===== config.mk =====
export PLATFORM = sky130hd
export DESIGN_NAME = instr_prefetch_queue
export DESIGN_NICKNAME = d
export VERILOG_FILES = /design/src/rtl/instr_prefetch_queue.sv
export SDC_FILE = /design/constraint.sdc
export NUM_CORES = 1
export LEC_CHECK = 0
export ABC_AREA = 1
export ABC_CLOCK_PERIOD_IN_PS = 7420
export BUFFER_PORTS_ARGS = -buffer_cell sky130_fd_sc_hd__buf_2
export CAP_MARGIN = 30
export CORE_UTILIZATION = 50
export CTS_CLUSTER_SIZE = 40
export DETAILED_ROUTE_END_ITERATION = 10
export GPL_ROUTABILITY_DRIVEN = 0
export PLACE_DENSITY = 0.8
export SYNTH_ARGS = -nofsm -noshare
export SYNTH_HDL_FRONTEND = slang
export SYNTH_SLANG_ARGS = --single-unit

===== constraint.sdc =====
create_clock -name clk -period 7.42 [get_ports clk]
set_input_delay 1.113 -clock clk [delete_from_list [all_inputs] [get_ports clk]]
set_output_delay 1.113 -clock clk [all_outputs]
set_load 0.02 [all_outputs]

===== src/rtl/instr_prefetch_queue.sv =====
// rtl/instr_prefetch_queue.sv - instruction prefetch byte queue driving the arbiter's instruction master port
// Optional PREFETCH_STALL_EN adds stall_fetch, which holds off new fetches while asserted.
module instr_prefetch_queue #(
   parameter int          DEPTH    = 6,
   parameter logic [15:0] RESET_CS = 16'hFFFF,
   parameter logic [15:0] RESET_IP = 16'h0000
) (
   input  logic        clk,
   input  logic        reset,
   input  logic        load_new_ip,
   input  logic [15:0] new_cs,
   input  logic [15:0] new_ip,
   input  logic        fifo_rd_en,
   output logic [7:0]  fifo_rd_data,
   output logic        fifo_empty,
   output logic [18:0] instr_m_addr,
   input  logic [15:0] instr_m_data_in,
   output logic        instr_m_access,
   input  logic        instr_m_ack,
`ifdef PREFETCH_STALL_EN
   input  logic        stall_fetch,
`endif
   output logic        instr_m_wr_en,
   output logic [1:0]  instr_m_bytesel
);

   localparam logic [1:0] IDLE  = 2'd0;
   localparam logic [1:0] FETCH = 2'd1;
   localparam logic [1:0] ABORT = 2'd2;

   localparam int          PW      = $clog2(DEPTH);
   localparam logic [PW-1:0] LAST  = PW'(DEPTH - 1);
   localparam logic [4:0]  DEPTH_L = 5'(DEPTH);

   logic [1:0]    state;
   logic [15:0]   fetch_cs;
   logic [15:0]   fetch_ip;
   logic [3:0]    count;
   logic [PW-1:0] rd_ptr;
   logic [PW-1:0] wr_ptr;
   logic [7:0]    mem [DEPTH];

   logic [19:0]   phys;
   logic [4:0]    free;
   logic          stalled;
   logic          start;
   logic          accept;
   logic          push_lo;
   logic          push_hi;
   logic          pop;
   logic [PW-1:0] wr_ptr_hi;

   function automatic logic [PW-1:0] ptr_inc(input logic [PW-1:0] p);
      return (p == LAST) ? '0 : p + 1'b1;
   endfunction

`ifdef PREFETCH_STALL_EN
   assign stalled = stall_fetch;
`else
   assign stalled = 1'b0;
`endif

   assign phys = {fetch_cs, 4'b0000} + {4'b0000, fetch_ip};
   assign free = DEPTH_L - {1'b0, count};

   // A new fetch is only started when the whole returned payload is guaranteed to fit.
   assign start  = (state == IDLE) && !load_new_ip && !stalled &&
                   (fetch_ip[0] ? (free >= 5'd1) : (free >= 5'd2));
   assign accept = (state == FETCH) && instr_m_ack && !load_new_ip;
   assign push_hi = accept;
   assign push_lo = accept && (instr_m_bytesel == 2'b11);
   assign pop     = fifo_rd_en && (count != 4'd0) && !load_new_ip;
   assign wr_ptr_hi = push_lo ? ptr_inc(wr_ptr) : wr_ptr;

   assign fifo_empty    = (count == 4'd0);
   assign fifo_rd_data  = fifo_empty ? 8'h00 : mem[rd_ptr];
   assign instr_m_wr_en = 1'b0;

   always_ff @(posedge clk) begin
      if (push_lo) mem[wr_ptr] <= instr_m_data_in[7:0];
      if (push_hi) mem[wr_ptr_hi] <= instr_m_data_in[15:8];
   end

   always_ff @(posedge clk or posedge reset) begin
      if (reset) begin
         state           <= IDLE;
         fetch_cs        <= RESET_CS;
         fetch_ip        <= RESET_IP;
         count           <= 4'd0;
         rd_ptr          <= '0;
         wr_ptr          <= '0;
         instr_m_access  <= 1'b0;
         instr_m_addr    <= 19'd0;
         instr_m_bytesel <= 2'b00;
      end else begin
         if (load_new_ip) begin
            fetch_cs <= new_cs;
            fetch_ip <= new_ip;
            count    <= 4'd0;
            rd_ptr   <= '0;
            wr_ptr   <= '0;
         end else begin
            count <= count + {3'b000, push_lo} + {3'b000, push_hi} - {3'b000, pop};
            if (pop) rd_ptr <= ptr_inc(rd_ptr);
            if (push_hi) wr_ptr <= ptr_inc(wr_ptr_hi);
            if (accept) fetch_ip <= fetch_ip + (push_lo ? 16'd2 : 16'd1);
         end

         case (state)
            IDLE: begin
               if (start) begin
                  instr_m_access  <= 1'b1;
                  instr_m_addr    <= phys[19:1];
                  instr_m_bytesel <= fetch_ip[0] ? 2'b10 : 2'b11;
                  state           <= FETCH;
               end
            end
            FETCH: begin
               if (instr_m_ack) begin
                  instr_m_access <= 1'b0;
                  state          <= IDLE;
               end else if (load_new_ip) begin
                  state <= ABORT;
               end
            end
            ABORT: begin
               // Granted cycle must run to completion; its data is simply dropped.
               if (instr_m_ack) begin
                  instr_m_access <= 1'b0;
                  state          <= IDLE;
               end
            end
            default: begin
               instr_m_access <= 1'b0;
               state          <= IDLE;
            end
         endcase
      end
   end

endmodule


Word level (Yosys, flattened, before mapping)
Memory sizes are Yosys's and may differ from the RTL's.
Cells that the tools add are included.
- eq/ne operators: 10
- mux-type cells: 27
- reduce and logical (&&, ||, !) cells: 17
- order comparisons: 2
- add/sub/neg operators: 9
- operators with widths (cell ; count):
    2-to-1 mux 16 bit ; 2
    2-to-1 mux 3 bit ; 8
    adder 20 x 16 -> 20 bit ; 1
    adder 16 x 2 -> 16 bit ; 1
    2-to-1 mux 2 bit ; 5
    adder 3 x 1 -> 3 bit (second input constant) ; 3
    equality test 3 bit (second input constant) ; 3
    adder 4 x 1 -> 4 bit ; 2
    2-to-1 mux 1 bit ; 8
    2-to-1 mux 8 bit ; 1
    logical AND 1 bit ; 7
    one-hot mux 2 bit (3 select lines) ; 1
    greater-or-equal comparator 5 x 1 -> 1 bit (second input constant) ; 1
    greater-or-equal comparator 5 x 2 -> 1 bit (second input constant) ; 1
    subtractor 3 x 4 -> 5 bit (first input constant) ; 1
    equality test 2 bit (second input constant) ; 2
    logical NOT 4 bit ; 1
    2-to-1 mux 4 bit ; 1
    != test 2 bit (second input constant) ; 2
    AND reduction 2 bit ; 2
    nonzero test 2 bit ; 2
    nonzero test 4 bit ; 1
    subtractor 4 x 1 -> 4 bit ; 1
    != test 3 bit (second input constant) ; 1
    7 further kinds ; 7
- output and inout port bits: 32
- register bits: 66
- logic and storage cells: 75
- RAM bits: 48
- memories: 1
- input port bits: 53
- memory list (memory ; words ; width ; read ports ; clocked after Yosys merged registers in ; write ports ; RTL line ; source):
    mem ; 6 ; 8 ; 1 ; 0 ; 2 ; 41 ; logic [7:0] mem [DEPTH];

Depth between registers and ports, before layout
- depth in word-level cells: 9
- mapped depth: 16
- gate-level depth less buffers: 16

Worst setup path before layout
OpenSTA, ideal clock, no wires.
- kind: in2reg
- start point: input port load_new_ip
- end point: register count[2]
- stages: 8
- setup time: 0.132 ns
- path buffers: 1
- arrival: 2.805 ns
- path slack: 4.483 ns
- data required time: 7.288 ns
- cell sequence: buf_2 > inv_1 > nand2_2 > ha_1 > fa_1 > fa_1 > xor2_1 > nor2_1
- cells in the longest elaborated chain, start to end: 7
- elaborated cells between the ends (all ways): 8
- classes of those cells: add/sub (3); mux (1); reduce/logical (4)
- ends and longest elaborated chain (item ; RTL line ; source):
    start: declaration ; 10 ; input logic load_new_ip,
    logical NOT 1 bit ; 69, 72 ;
    logical AND 1 bit ; 69 ; assign accept = (state == FETCH) && instr_m_ack && !load_new_ip;
    logical AND 1 bit ; 71 ; assign push_lo = accept && (instr_m_bytesel == 2'b11);
    adder 4 x 1 -> 4 bit (2 in a row) ; 103 ; count <= count + {3'b000, push_lo} + {3'b000, push_hi} - {3'b000, pop};
    subtractor 4 x 1 -> 4 bit ; 103 ;
    2-to-1 mux 4 bit (*) ; 96 ; if (load_new_ip) begin
    end signal: assignment ; 103 ;
    end: declaration ; 38 ; logic [3:0] count;
Mark *: on every way between the ends. The rest lies on a longest branch, timed or not.
A chain may end at the register's enable or synchronous reset.

==> impl_metrics.env <==
export IMPL_start_util_pct=51.58
export IMPL_rsz0062_at_grt="no"
export IMPL_min_delay_path_class="flip-flop to flip-flop"
export IMPL_ir_drop_uv=165.5
export IMPL_via_per_inst=5.235
export IMPL_rows=42
export IMPL_postSynthAreaPerCell_sq_um=7.910
export IMPL_clock_skew_ps=7.674
export IMPL_syn_inst=867
export IMPL_fin_crit_ps=4110
export IMPL_layout_drive_gt1_share_pct=17.08
export IMPL_die_w_microns=119.1
export IMPL_slew_headroom_pct=33.78
export IMPL_outcome="finished clean"
export IMPL_pin_count=85
export IMPL_drc=0
export IMPL_ys_ff_latch=114
export IMPL_cts_inserted_buffers=17
export IMPL_syn_cell_area_sq_um=6858
export IMPL_grtUsageTotal_pct=24.47
export IMPL_antenna_found_initial=0
export IMPL_syn_nets=951
export IMPL_cap_violations=0
export IMPL_drtPass1Iterations=6
export IMPL_ys_seq_area_share_pct=45.39
export IMPL_hold_violations=0
export IMPL_grt_pass1_vias=5370
export IMPL_cp_end_kind="flip-flop"
export IMPL_clk_pin_slew_worst_paths_ps=50
export IMPL_cts_resized=0
export IMPL_ys_warn_count=0
export IMPL_postRouteAntennaNets=0
export IMPL_clk_latency_ps=420
export IMPL_timing_fmax_mhz=243.3
export IMPL_cts_buffer_depth=2
export IMPL_synthDistinctLibCells=44
export IMPL_grt_pass1_wl_microns=26860
export IMPL_async_flop_share_pct=57.89
export IMPL_dp_final_hpwl_microns=11700
export IMPL_maxSlewViolCount=0
export IMPL_drt_first_iter_violations=535
export IMPL_ys_flop_type="dfrtp_1"
export IMPL_hold_buffers=0
export IMPL_die_h_microns=119.1
export IMPL_grt_ovfl_total=0
export IMPL_die_area_sq_um=14190
export IMPL_core_sq_um=13300
export IMPL_ctsHtreeMaxLevel=4
export IMPL_n_antenna_cell=0
export IMPL_root_buffer="clkbuf_16"
export IMPL_worst_slew_pin_slew_ps=993.3
export IMPL_final_cell_mix="nand2_1 (293), inv_1 (88), buf_2 (84), nor2_1 (74), nand3_1 (70)"
export IMPL_crit_fanout=43
export IMPL_wl_per_cell_microns=14.45
export IMPL_syn2layout_area_growth_pct=15.65
export IMPL_power_density_nw_per_um2=320.4
export IMPL_timing_final_crit_share_pct=55.40
export IMPL_leakage_uw=0.003908
export IMPL_worstSetupPathType="input port to flip-flop"
export IMPL_design_power_total_uw=2541
export IMPL_tritoncts="done"
export IMPL_place_inst=1103
export IMPL_post_cts_buffers=0
export IMPL_cts_sinks=114
export IMPL_cp_start_kind="input port"
export IMPL_grt_max_degree=67
export IMPL_tns_ps=0
export IMPL_final_common_cell="nand2_1"
export IMPL_fin_cells=1136
export IMPL_critPathRequiredTime_ps=7540
export IMPL_arrival_ps=4230
export IMPL_wl_microns=16410
export IMPL_setup_violations=0
export IMPL_fin_nets=1031
export IMPL_dr_total_vias=5947
export IMPL_port_buffers=83
export IMPL_synth_edff_count=48
[registers in the layout (all words and copies together), names as in the netlist]
signal / flops
wr_ptr: 3
instr_m_addr: 19
fetch_ip: 16
count: 4
mem: 48
instr_m_access: 1
rd_ptr: 3
instr_m_bytesel: 2
fetch_cs: 16
state: 2
[through the flow]
stage	hold slack (ps)	setup WS, ps	cell area [sq um]	utilization, %
5_1_grt	483.2	3073	7931	59.66
2_1_floorplan	446.0	4483	6858	-
6_report	463.6	3310	7931	59.66
3_5_place_dp	457.4	3017	7377	55.49
4_1_cts	465.4	3446	7924	59.60
3_3_place_gp	457.0	3170	7372	55.45
[worst paths after layout]
kind / from / end / slack [ps] / cells past startpoint
worst max register to register: state[1] / mem[4][4] / 4260 / 9
worst min-delay path: fetch_cs[2] / fetch_cs[2] / 460 / 2
min in group asynchronous: reset / instr_m_addr[18] / 930 / 3
worst max-delay path: load_new_ip / mem[4][4] / 3310 / 7
max in group asynchronous: reset / wr_ptr[1] / 5930 / 3
worst min register to register: fetch_cs[2] / fetch_cs[2] / 460 / 2
[cell families after synthesis]
group | count (synthesis) | share of synthesized area [%]
XOR/XNOR | 20 | 2.554
other | 1 | 0.05468
AND/OR/NAND/NOR | 465 | 28.92
adder cells (fa/ha/maj) | 31 | 6.094
buffers and inverters | 121 | 7.298
flip-flops | 114 | 45.39
AO/OA/AOI/OAI | 115 | 9.688
[layout make-up]
type                       count  area [sq um]
timing repair buffer          87         442.9
inverter                      95         356.6
fill                        1167          5364
tap                          176         220.2
clock inverter                13         113.9
sequential                   114          3113
clock buffer                  19         432.9
multi-input combinational    632          3252
[synth_stat cells, drive strengths merged, types with 3 or more instances]
master,n,share of area (%)
nand2,302,17
xnor2,8,1.0
nor2,78,4.8
buf,10,1.2
dfrtp,50,18
clkbuf,16,0.88
a21oi,25,1.9
edfxtp,48,21
inv,91,5.0
o211ai,6,0.66
clkinv,4,0.22
nand4,4,0.36
ha,27,4.9
nand3,73,5.9
o21ai,74,6.0
xor2,12,1.5
fa,4,1.2
nor3,3,0.22
dfstp,16,6.1
[critical path, stage by stage]
cell and delay (ps):
buf_2 360, inv_1 700, nand2_2 300, a21oi_2 800, nand3_4 430, o41ai_2 180, clkbuf_4 300
[metal layers]
metal	vias up	share of wire, %	GRT usage [%]
met4	0	1.4	8.070
met2	223	46	37.72
met1	2741	46	34.88
met3	20	6.5	4.310
li1	2963	-	-
met5	-	0	0
[power breakdown]
group | leakage, uW | switching [uW] | total, uW | internal [uW]
Combinational | 0.00244 | 605 | 909 | 304
Sequential | 0.00122 | 106 | 884 | 779
Clock | 0.000245 | 291 | 748 | 457
Total | 0.00391 | 1000 | 2540 | 1540
Note: power is estimated with default switching activity, not from simulation.
